**src/rtl/branch_resolve_if.sv**
```systemverilog
// Branch control bundle between the scheduler/ALU side and branch_resolve_unit.
// The slave modport is the tracker's view; the master modport is the scheduler/ALU view.
interface branch_resolve_if #(
  parameter int NUM_WARPS = 4,
  parameter int NW_BITS   = $clog2(NUM_WARPS)
);
  logic                 br_issue_valid;
  logic [NW_BITS-1:0]   br_issue_wid;
  logic [31:0]          br_issue_PC;
  logic                 br_issue_ready;

  logic                 branch_ctl_valid;
  logic                 branch_ctl_taken;
  logic [NW_BITS-1:0]   branch_ctl_wid;
  logic [31:0]          branch_ctl_dest;

  logic                 redirect_valid;
  logic [NW_BITS-1:0]   redirect_wid;
  logic [31:0]          redirect_PC;
  logic                 redirect_ready;

  logic [NUM_WARPS-1:0] wstall_mask;
  logic                 spurious_err;

  modport master (
    output br_issue_valid, br_issue_wid, br_issue_PC,
    input  br_issue_ready,
    output branch_ctl_valid, branch_ctl_taken, branch_ctl_wid, branch_ctl_dest,
    input  redirect_valid, redirect_wid, redirect_PC,
    output redirect_ready,
    input  wstall_mask, spurious_err
  );

  modport slave (
    input  br_issue_valid, br_issue_wid, br_issue_PC,
    output br_issue_ready,
    input  branch_ctl_valid, branch_ctl_taken, branch_ctl_wid, branch_ctl_dest,
    output redirect_valid, redirect_wid, redirect_PC,
    input  redirect_ready,
    output wstall_mask, spurious_err
  );
endinterface

```
**src/rtl/branch_resolve_unit.sv**
```systemverilog
// Per-warp branch stall tracker with a single round-robin redirect slot.
// Optional BRANCH_PERF_EN adds wrapping outcome counters perf_br_total / perf_br_taken.
module branch_resolve_unit #(
  parameter int NUM_WARPS = 4,
  parameter int NW_BITS   = $clog2(NUM_WARPS)
) (
  input  logic              clk,
  input  logic              reset,
  branch_resolve_if.slave   bus
`ifdef BRANCH_PERF_EN
  ,
  output logic [31:0]       perf_br_total,
  output logic [31:0]       perf_br_taken
`endif
);

  typedef enum logic [1:0] {ST_IDLE, ST_WAIT, ST_PEND, ST_SLOT} warp_st_e;

  warp_st_e           st     [NUM_WARPS];
  logic [31:0]        br_pc  [NUM_WARPS];
  logic [31:0]        nxt_pc [NUM_WARPS];
  logic [NW_BITS-1:0] rr_ptr;

  logic               issue_acc;
  logic               res_ok;
  logic               hs;
  logic               load_en;
  logic               pick_found;
  logic [NW_BITS-1:0] pick_wid;
  logic [NW_BITS-1:0] idx;

  function automatic logic [31:0] seq_pc(input logic [31:0] pc);
    return pc + 32'd4;
  endfunction

  assign bus.br_issue_ready = (st[bus.br_issue_wid] == ST_IDLE);
  assign issue_acc          = bus.br_issue_valid && bus.br_issue_ready;
  assign res_ok             = bus.branch_ctl_valid && (st[bus.branch_ctl_wid] == ST_WAIT);
  assign hs                 = bus.redirect_valid && bus.redirect_ready;
  assign load_en            = !bus.redirect_valid || hs;

  // Round-robin pick over warps already PEND; descending scan so the lowest offset from rr_ptr wins.
  always_comb begin
    pick_found = 1'b0;
    pick_wid   = '0;
    idx        = '0;
    for (int i = NUM_WARPS - 1; i >= 0; i--) begin
      idx = rr_ptr + NW_BITS'(i);
      if (st[idx] == ST_PEND) begin
        pick_found = 1'b1;
        pick_wid   = idx;
      end
    end
  end

  always_ff @(posedge clk or negedge reset) begin
    if (!reset) begin
      for (int w = 0; w < NUM_WARPS; w++) st[w] <= ST_IDLE;
      rr_ptr             <= '0;
      bus.redirect_valid <= 1'b0;
      bus.redirect_wid   <= '0;
      bus.redirect_PC    <= '0;
      bus.wstall_mask    <= '0;
      bus.spurious_err   <= 1'b0;
    end else begin
      for (int w = 0; w < NUM_WARPS; w++) begin
        case (st[w])
          ST_IDLE:
            if (issue_acc && bus.br_issue_wid == NW_BITS'(w)) begin
              st[w]              <= ST_WAIT;
              bus.wstall_mask[w] <= 1'b1;
            end
          ST_WAIT:
            if (res_ok && bus.branch_ctl_wid == NW_BITS'(w)) st[w] <= ST_PEND;
          ST_PEND:
            if (load_en && pick_found && pick_wid == NW_BITS'(w)) st[w] <= ST_SLOT;
          ST_SLOT:
            if (hs && bus.redirect_wid == NW_BITS'(w)) begin
              st[w]              <= ST_IDLE;
              bus.wstall_mask[w] <= 1'b0;
            end
          default: st[w] <= ST_IDLE;
        endcase
      end

      if (bus.branch_ctl_valid && !res_ok) bus.spurious_err <= 1'b1;

      // A handshaking slot refills in the same cycle for back-to-back redirects.
      if (load_en) begin
        bus.redirect_valid <= pick_found;
        if (pick_found) begin
          bus.redirect_wid <= pick_wid;
          bus.redirect_PC  <= nxt_pc[pick_wid];
          rr_ptr           <= pick_wid + NW_BITS'(1);
        end
      end
    end
  end

  // Issue needs IDLE and resolve needs WAIT, so one warp's PCs never see both writes at once.
  always_ff @(posedge clk) begin
    if (issue_acc) br_pc[bus.br_issue_wid] <= bus.br_issue_PC;
    if (res_ok)
      nxt_pc[bus.branch_ctl_wid] <= bus.branch_ctl_taken ? bus.branch_ctl_dest
                                                         : seq_pc(br_pc[bus.branch_ctl_wid]);
  end

`ifdef BRANCH_PERF_EN
  always_ff @(posedge clk or negedge reset) begin
    if (!reset) begin
      perf_br_total <= '0;
      perf_br_taken <= '0;
    end else if (res_ok) begin
      perf_br_total <= perf_br_total + 32'd1;
      if (bus.branch_ctl_taken) perf_br_taken <= perf_br_taken + 32'd1;
    end
  end
`endif

endmodule

```
**src/flat_wrapper.sv**
```systemverilog
// flat-port wrapper written by rule: the top's interface ports become plain ports
module branch_resolve_unit_flat 
#(
  parameter int NUM_WARPS = 4,
  parameter int NW_BITS   = $clog2(NUM_WARPS)
)
  (clk, reset, bus_br_issue_valid, bus_br_issue_wid, bus_br_issue_PC, bus_br_issue_ready, bus_branch_ctl_valid, bus_branch_ctl_taken, bus_branch_ctl_wid, bus_branch_ctl_dest, bus_redirect_valid, bus_redirect_wid, bus_redirect_PC, bus_redirect_ready, bus_wstall_mask, bus_spurious_err);
  branch_resolve_if #(.NUM_WARPS(NUM_WARPS), .NW_BITS(NW_BITS)) bus_i ();
  input  logic clk;
  input  logic reset;
  input wire logic [$bits(bus_i.br_issue_valid)-1:0] bus_br_issue_valid;
  input wire logic [$bits(bus_i.br_issue_wid)-1:0] bus_br_issue_wid;
  input wire logic [$bits(bus_i.br_issue_PC)-1:0] bus_br_issue_PC;
  output wire logic [$bits(bus_i.br_issue_ready)-1:0] bus_br_issue_ready;
  input wire logic [$bits(bus_i.branch_ctl_valid)-1:0] bus_branch_ctl_valid;
  input wire logic [$bits(bus_i.branch_ctl_taken)-1:0] bus_branch_ctl_taken;
  input wire logic [$bits(bus_i.branch_ctl_wid)-1:0] bus_branch_ctl_wid;
  input wire logic [$bits(bus_i.branch_ctl_dest)-1:0] bus_branch_ctl_dest;
  output wire logic [$bits(bus_i.redirect_valid)-1:0] bus_redirect_valid;
  output wire logic [$bits(bus_i.redirect_wid)-1:0] bus_redirect_wid;
  output wire logic [$bits(bus_i.redirect_PC)-1:0] bus_redirect_PC;
  input wire logic [$bits(bus_i.redirect_ready)-1:0] bus_redirect_ready;
  output wire logic [$bits(bus_i.wstall_mask)-1:0] bus_wstall_mask;
  output wire logic [$bits(bus_i.spurious_err)-1:0] bus_spurious_err;
  assign bus_i.br_issue_valid = bus_br_issue_valid;
  assign bus_i.br_issue_wid = bus_br_issue_wid;
  assign bus_i.br_issue_PC = bus_br_issue_PC;
  assign bus_br_issue_ready = bus_i.br_issue_ready;
  assign bus_i.branch_ctl_valid = bus_branch_ctl_valid;
  assign bus_i.branch_ctl_taken = bus_branch_ctl_taken;
  assign bus_i.branch_ctl_wid = bus_branch_ctl_wid;
  assign bus_i.branch_ctl_dest = bus_branch_ctl_dest;
  assign bus_redirect_valid = bus_i.redirect_valid;
  assign bus_redirect_wid = bus_i.redirect_wid;
  assign bus_redirect_PC = bus_i.redirect_PC;
  assign bus_i.redirect_ready = bus_redirect_ready;
  assign bus_wstall_mask = bus_i.wstall_mask;
  assign bus_spurious_err = bus_i.spurious_err;
  branch_resolve_unit #(.NUM_WARPS(NUM_WARPS), .NW_BITS(NW_BITS)) u_core (.clk(clk), .reset(reset), .bus(bus_i));
endmodule
```
**config.mk**
```make
export PLATFORM = sky130hd
export DESIGN_NAME = branch_resolve_unit_flat
export DESIGN_NICKNAME = d
export VERILOG_FILES = /design/src/rtl/branch_resolve_if.sv /design/src/rtl/branch_resolve_unit.sv /design/src/flat_wrapper.sv
export SDC_FILE = /design/constraint.sdc
export NUM_CORES = 1
export LEC_CHECK = 0
export CORE_MARGIN = 2
export CORE_UTILIZATION = 51
export CTS_CLUSTER_SIZE = 16
export DETAILED_ROUTE_END_ITERATION = 12
export GPL_ROUTABILITY_DRIVEN = 0
export PLACE_DENSITY = 0.72
export SLEW_MARGIN = 20
export SYNTH_ARGS = -nofsm -noshare
export SYNTH_HDL_FRONTEND = slang
export SYNTH_SLANG_ARGS = --single-unit
export TNS_END_PERCENT = 5
```
**constraint.sdc**
```tcl
create_clock -name clk -period 6.4 [get_ports clk]
set_clock_uncertainty 0.15 [all_clocks]
set_input_delay 1.92 -clock clk [delete_from_list [all_inputs] [get_ports clk]]
set_output_delay 1.92 -clock clk [all_outputs]
set_load 0.01 [all_outputs]
```
==> results of run 1 <==
[power groups by stage]
| stage | Clock [mW] | Sequential [mW] | Combinational, mW |
|---|---|---|---|
| floorplan | 0 | 2.64 | 1.21 |
| global placement | 0 | 2.64 | 1.81 |
| detailed placement | 0 | 2.65 | 1.85 |
| CTS | 1.85 | 2.61 | 1.86 |
| global route | 1.93 | 2.63 | 2.01 |
| finish | 1.82 | 2.61 | 1.84 |
[layout make-up]
| cell class | count | share of cell area (%) |
|---|---|---|
| clock inverter | 10 | 0.857 |
| clock buffer | 48 | 5.88 |
| timing repair buffer | 129 | 8.00 |
| sequential | 306 | 57.7 |
| inverter | 25 | 0.606 |
| multi-input combinational | 414 | 24.2 |
| tap | 330 | 2.67 |
[cells by family (layout without fill, tap and decap cells)]
family	count (synthesis)	count (layout)
mux	110	110
flops	306	306
buf+inv	60	212
fa+ha+maj	20	20
xor+xnor	29	29
compound gates	96	96
simple gates	159	159
[worst reg2reg max path, cell delays in order, from the launching register on]
cell and delay [ps]:
dfrtp_1 480, nand2b_1 280, o311ai_4 750, buf_4 820, mux2_2 450, a221o_1 330
[final timing paths]
path	end	slack [ps]	from	cells past startpoint
max	bus_br_issue_ready	800	bus_br_issue_wid[0]	3
min	u_core.bus.spurious_err	320	u_core.bus.spurious_err	1
max reg2reg	u_core.bus.redirect_PC[3]	3050	u_core.st[4]	5
min reg2reg	u_core.bus.spurious_err	320	u_core.bus.spurious_err	1
max in group asynchronous	u_core.bus.redirect_PC[27]	4250	reset	2
min in group asynchronous	u_core.st[7]	1350	reset	2
[cells in the mapped netlist (all sizes together) (2+ instances only)]
cell,count
nand4,6
o221ai,3
and4b,2
dfrtp,50
nor3b,2
xnor2,20
ha,20
and2,2
nand2,46
edfxtp,256
and4,5
o21ai,37
xor2,9
a21oi,8
inv,25
buf,16
and3,3
nor4,6
nand4b,3
a22oi,2
clkbuf,19
nand2b,8
nor2,48
o32a,4
mux2,43
mux2i,34
a221o,32
nor3,7
nand3,10
mux4,33
nor2b,5
[per-stage QoR]
stage,cells,cell area [sq um],worst slack [ps],power (mW)
floorplan,780,12900,88.9,3.85
global placement,1204,14400,804,4.45
detailed placement,1204,14400,793,4.50
CTS,1262,15500,798,6.31
global route,1262,15500,747,6.57
finish,1262,15500,795,6.26
[state kept, by name, summed over array words and instances (netlist names)]
| name | flops |
|---|---|
| u_core.br_pc | 128 |
| u_core.nxt_pc | 128 |
| u_core.bus.redirect_PC | 32 |
| u_core.st | 8 |
| u_core.bus.wstall_mask | 4 |
| u_core.bus.redirect_wid | 2 |
| u_core.rr_ptr | 2 |
| u_core.bus.redirect_valid | 1 |
| u_core.bus.spurious_err | 1 |
[routing by layer]
layer | track usage, % | wire length, microns | vias up
met1 | 26.6 | 11400 | 3522
li1 | - | - | 3292
met4 | 4.91 | 419 | 0
met2 | 31.9 | 12600 | 150
met3 | 2.44 | 999 | 36
met5 | 0 | 0 | -
==> reports/results.tsv, run 1 <==
metric	value	unit
vias in the first global route	7031	
area of the multi-input gates	3750	sq um
largest family of logic cells by synthesized area	multiplexers	
syn_nets	874	
layout cells sized above 1	15.3	%
CTS H-tree lvls	1	
largest net degree at the start of global routing	57	
Nets	1001	
Avg Inst Size Synth	16.6	sq um
synth warn	0	
Synth Area in Compound Gates	5.48	%
Die Area	26600	sq um
asr flop ratio synth	16.3	%
initial antenna violation count	0	
Layout fillers	1865	
Iteration-0 DRC Markers	536	
Slew Limit Fails	0	
number of max-cap violations	0	
CP startpoint kind	primary input	
Finished Core Util	61.8	%
Num CTS Buffers	31	
n_diodes	0	
Final Cycle Share	87.6	%
Slew HR	40.7	%
Root Buffer	clkbuf_16	
P_sw	1.83	mW
unrepaired setup endpoints after global routing	no	
Starting Density	51.6	%
first-pass iteration count of the detailed router	5	
most frequent cells in the layout	edfxtp_1 (256), clkdlybuf4s50_1 (111), dfrtp_1 (50), nor2_1 (47), nand2_1 (45)	
die height	163	microns
FF+latch count, synth	306	
Worst-Skew Late Latency	560	ps
crit-path cells	clkdlybuf4s50_1 -> mux4_2 -> clkdlybuf4s50_1	
required time of the critical path	4330	ps
buffers added on ports	114	
first-pass GRT wire length	38900	microns
clk buf depth	3	
Switching Share	29.1	%
maximum clock frequency	0.178	GHz
Worst path slowest cell	clkdlybuf4s50_1	
Worst Hold Class	register to register	
most common cell after layout, fill and taps aside	edfxtp_1	
DPL Wire Length	16200	microns
Hold Vio Cnt, Final	0	
setup TNS	0	ps
Arr. time, crit path	3530	ps
Synth area leaders	edfxtp_1 (59%), dfrtp_1 (9.7%), mux4_2 (3.8%), mux2_2 (3.2%), mux2i_1 (2.6%)	
share of power burned in registers	41.6	%
gr usage total	19.0	%
final setup fails	0	
Synth Area in Adders	1.94	%
WL final	25400	microns
DR vias	7000	
Synth Area in XOR/XNOR	1.96	%
Clk pwr share	29.1	%
post-synthesis mux area share	12.4	%
Clock transition at path regs	60	ps
hold_buf cts	0	
synth-to-layout area growth	19.7	%
Routed WL per cell	20.1	microns
WS Path Type	primary input to output port	
fin crit period	5600	ps
post-synth top area share	59.5	%
Netlist cell types	59	
Detail Route Antenna Nets	0	
FF+latch area	8940	sq um
core area	25000	sq um
Leakage	5.52	nW
Synth Area in Simple Gates	6.80	%
Slew @ Worst Pin	887	ps
status	finished, final reports clean	
EDFF count, synth	256	
VDD IR max	0.000277	V
vias per inst	5.55	
Gate power share	29.3	%
CP Max Fanout	5	
Overflow after GRT	0	
CTS Sinks	306	
Int Power	4.44	mW
worst hold margin	320	ps
CP delay by family, top	buffers and inverters	
Power Density	405	nW/um^2
Crit. End Element	output port	
Die W	163	microns
post-synthesis sequential area ratio	69.1	%
CTS tree	yes	
most frequent cell on the critical path	clkdlybuf4s50_1	
Worst path max stage delay	600	ps
I/O pins	115	
Buf/Inv on CP	2	
setup bufs post-CTS	0	
Mapped Area	12900	sq um
Mapped Cells	780	
post_cts resized	0	
area leader, netlist	edfxtp_1	
row count	58	
most used flip-flop cell after synthesis	edfxtp_1	
DRC violations left	0	
Note: power is estimated with default switching activity, not from simulation.
==> inputs of run 2 (changes only) <==
- CORE_MARGIN: 2 -> default
- DONT_BUFFER_PORTS: default -> 1
- PLACE_DENSITY: 0.72 -> 0.66
==> reports/results.tsv, run 2 (synthesized netlist as in run 1, its figures left out) <==
metric	value	unit
status	finished, final reports clean	
setup bufs post-CTS	0	
initial antenna violation count	3	
Regs by FF count	u_core.br_pc (128), u_core.nxt_pc (128), u_core.bus.redirect_PC (32)	
maximum clock frequency	0.222	GHz
Starting Density	52.5	%
Worst Hold Class	register to register	
clk buf depth	3	
row count	57	
Slew @ Worst Pin	903	ps
Root Buffer	clkbuf_16	
first-pass GRT wire length	40000	microns
buffers added on ports	0	
Crit. End Element	output port	
area of the multi-input gates	3750	sq um
Buf/Inv on CP	0	
Setup WS post-layout	1900	ps
WL final	25700	microns
Num CTS Buffers	31	
Leakage	5.03	nW
Overflow after GRT	0	
Finished Core Util	58.0	%
Worst-Skew Late Latency	550	ps
Layout fillers	1813	
post_cts resized	0	
synth-to-layout area growth	10.4	%
Arr. time, crit path	2430	ps
FF+latch area	8940	sq um
Die W	161	microns
Worst path slowest cell	mux4_2	
Worst path max stage delay	510	ps
Die Area	26000	sq um
number of max-cap violations	0	
CP delay by family, top	multiplexers	
CTS Sinks	306	
CP startpoint kind	primary input	
WS Path Type	primary input to output port	
die height	161	microns
DP Worst Slack	1890	ps
Clock transition at path regs	60	ps
CTS H-tree lvls	1	
fin crit period	4500	ps
first-pass iteration count of the detailed router	5	
required time of the critical path	4330	ps
Final Cycle Share	70.3	%
VDD IR max	0.000255	V
core area	24600	sq um
gr usage total	20.3	%
Hold Vio Cnt, Final	0	
most common cell after layout, fill and taps aside	edfxtp_1	
Slew HR	39.8	%
final setup fails	0	
DPL Wire Length	16600	microns
Iteration-0 DRC Markers	453	
DR vias	6623	
Detail Route Antenna Nets	0	
DRC violations left	0	
CP Max Fanout	5	
setup TNS	0	ps
vias per inst	5.81	
hold_buf cts	0	
unrepaired setup endpoints after global routing	no	
vias in the first global route	7133	
most frequent cells in the layout	edfxtp_1 (256), dfrtp_1 (50), nor2_1 (47), nand2_1 (45), mux2_2 (37)	
largest net degree at the start of global routing	62	
layout cells sized above 1	17.3	%
I/O pins	115	
crit-path cells	mux4_2	
CTS tree	yes	
Power Density	413	nW/um^2
Slew Limit Fails	0	
Routed WL per cell	22.6	microns
Nets	884	
## run 2: cell types whose count changed in the layout (fill, tap and decap cells not counted), sizes merged
cell           delta
clkdlybuf4s50   -111
clkbuf           -13
diode             +1
clkinvlp          +3
clkinv           +12
bufinv            -1
buf               -6
inv               -2
## run 2: path summary, 6_finish.rpt
check / start / to / slack (ps) / cells after the start
setup / recovery: bus_br_issue_wid[0] / bus_br_issue_ready / 1900 / 1
max in group asynchronous: reset / u_core.bus.redirect_PC[7] / 5070 / 0
hold / removal: u_core.bus.spurious_err / u_core.bus.spurious_err / 390 / 1
min in group asynchronous: reset / u_core.bus.wstall_mask[1] / 920 / 0
hold reg to reg: u_core.bus.spurious_err / u_core.bus.spurious_err / 390 / 1
setup reg to reg: u_core.st[4] / u_core.st[5] / 3150 / 6
## run 2: report_power, final
part	internal, mW	switching, mW
clock	0.990	0.727
sequential	2.43	0.254
combinational	0.690	0.801
## run 2: stage by stage
stage	power [mW]	cells	hold slack [ps]	cell area (sq um)
4_1_cts	5.94	1138	389	14300
3_3_place_gp	4.14	1081	363	13300
6_report	5.89	1139	391	14300
2_1_floorplan	3.85	780	343	12900
3_5_place_dp	4.22	1081	375	13300
5_1_grt	6.19	1139	423	14300
## run 2: layout make-up
cell class / instances / share of cell area (%)
flip-flops and latches: 306 / 62.7
multi-input cells: 414 / 26.3
clock buffers: 35 / 5.68
well taps: 324 / 2.84
clock inverters: 22 / 1.24
inverters: 25 / 0.658
repair buffers: 12 / 0.631
diodes: 1 / 0.0175
## run 2: layer usage
metal | routed length (microns) | share of wire [%] | global-route usage, % | vias up
met5 | 12 | 0.047 | 0 | -
met1 | 10600 | 41 | 25.7 | 3342
met3 | 2030 | 7.9 | 6.29 | 41
li1 | - | - | - | 3069
met4 | 568 | 2.2 | 6.48 | 2
met2 | 12500 | 48 | 33.5 | 169
==> inputs of run 3 (changes only) <==
- clock period: 6.4 -> 4.3 ns (I/O delays scaled with it)
==> reports/results.tsv, run 3 (synthesized netlist as in run 1, its figures left out) <==
metric	value	unit
status	finished, final reports clean	
Final Cycle Share	76.0	%
Clock transition at path regs	70	ps
Worst-Skew Late Latency	550	ps
CP startpoint kind	primary input	
Power Density	635	nW/um^2
maximum clock frequency	0.306	GHz
initial antenna violation count	2	
vias per inst	5.87	
required time of the critical path	4390	ps
CP Max Fanout	36	
CTS Sinks	306	
total power	9.17	mW
CTS tree	yes	
row count	57	
unrepaired setup endpoints after global routing	no	
layout cells sized above 1	17.6	%
fin crit period	3270	ps
most frequent cells in the layout	edfxtp_1 (256), dfrtp_1 (50), nor2_1 (47), nand2_1 (45), mux2_2 (37)	
Layout Cells excl Fill	1141	
Leakage	5.12	nW
worst hold margin	282	ps
CTS H-tree lvls	1	
gr usage total	20.5	%
first-pass iteration count of the detailed router	4	
DR vias	6698	
clk buf depth	3	
VDD IR max	0.000527	V
WS Path Type	primary input to register	
Root Buffer	clkbuf_16	
I/O pins	115	
design area	14400	sq um
synth-to-layout area growth	11.7	%
Slew @ Worst Pin	1000	ps
most common cell after layout, fill and taps aside	edfxtp_1	
Nets	885	
DPL Wire Length	16900	microns
Slew Limit Fails	0	
Routed WL per cell	22.8	microns
final setup fails	0	
Crit. End Element	register	
Starting Density	52.5	%
largest net degree at the start of global routing	67	
Hold Vio Cnt, Final	0	
post_cts resized	0	
Arr. time, crit path	3360	ps
Placed Instances	1082	
Overflow after GRT	0	
Slew HR	33.3	%
Worst Hold Class	primary input to asynchronous set/reset pin	
Num CTS Buffers	31	
vias in the first global route	6931	
first-pass GRT wire length	40200	microns
WL final	26100	microns
die height	161	microns
placed cell areas	13300	sq um
Die W	161	microns
Die Area	26000	sq um
Regs by FF count	u_core.br_pc (128), u_core.nxt_pc (128), u_core.bus.redirect_PC (32)	
setup bufs post-CTS	0	
Detail Route Antenna Nets	0	
core area	24600	sq um
buffers added on ports	0	
number of max-cap violations	0	
hold_buf cts	0	
Iteration-0 DRC Markers	405	
DRC violations left	0	
run 3: changes by cell type in the layout (fill, tap and decap cells not counted), moves of 2 or more:
cell       before  now
clkbuf_8        2    5
clkinv_1        5    2
clkinv_2        8    4
inv_6           0    2
bufinv_16       2    7
clkinv_4        4    1
run 3: critical path, cell delays in order:
cell	delay, ps
mux4_1	440
and4_1	440
nand4_4	240
nor3_1	250
xnor2_1	90
o21ai_0	590
run 3: area by class of cell:
type | count | area [sq um]
Timing Repair Buffer | 13 | 97.6
Clock buffer | 39 | 856
Multi-Input combinational cell | 414 | 3760
Fill cell | 1818 | 10200
Antenna cell | 1 | 2.50
Tap cell | 324 | 405
Inverter | 25 | 93.8
Clock inverter | 19 | 287
Sequential cell | 306 | 8940
run 3: report_power, final:
part,internal [mW],switching [mW]
Sequential,3.62,0.387
Clock,1.83,1.10
Combinational,1.03,1.21
Total,6.48,2.69
run 3: metrics by stage:
stage | setup TNS (ps) | setup slack (ps) | utilization, %
6_report | 0 | 1030 | 58.7
5_1_grt | 0 | 937 | 58.7
4_1_cts | 0 | 1060 | 58.7
3_5_place_dp | 0 | 551 | 54.0
3_3_place_gp | 0 | 659 | 54.0
2_1_floorplan | -337 | -181 | -
run 3: path summary, 6_finish.rpt:
path,from,to,slack (ps),cells past startpoint
max,bus_branch_ctl_wid[0],u_core.nxt_pc[3][23],1030,6
min,reset,u_core.bus.wstall_mask[3],280,0
max reg2reg,u_core.st[4],u_core.bus.redirect_PC[10],1290,5
min reg2reg,u_core.bus.spurious_err,u_core.bus.spurious_err,400,1
max in group asynchronous,reset,u_core.bus.redirect_PC[7],3610,0
min in group clk,u_core.bus.spurious_err,u_core.bus.spurious_err,400,1
run 3: layer usage:
layer / global-route usage, % / share of wire, % / vias up
met1: 27.7 / 43 / 3389
met2: 32.6 / 48 / 195
met4: 6.13 / 2.4 / 2
met3: 5.57 / 7.3 / 43
li1: - / - / 3069
met5: 0 / 0.050 / -
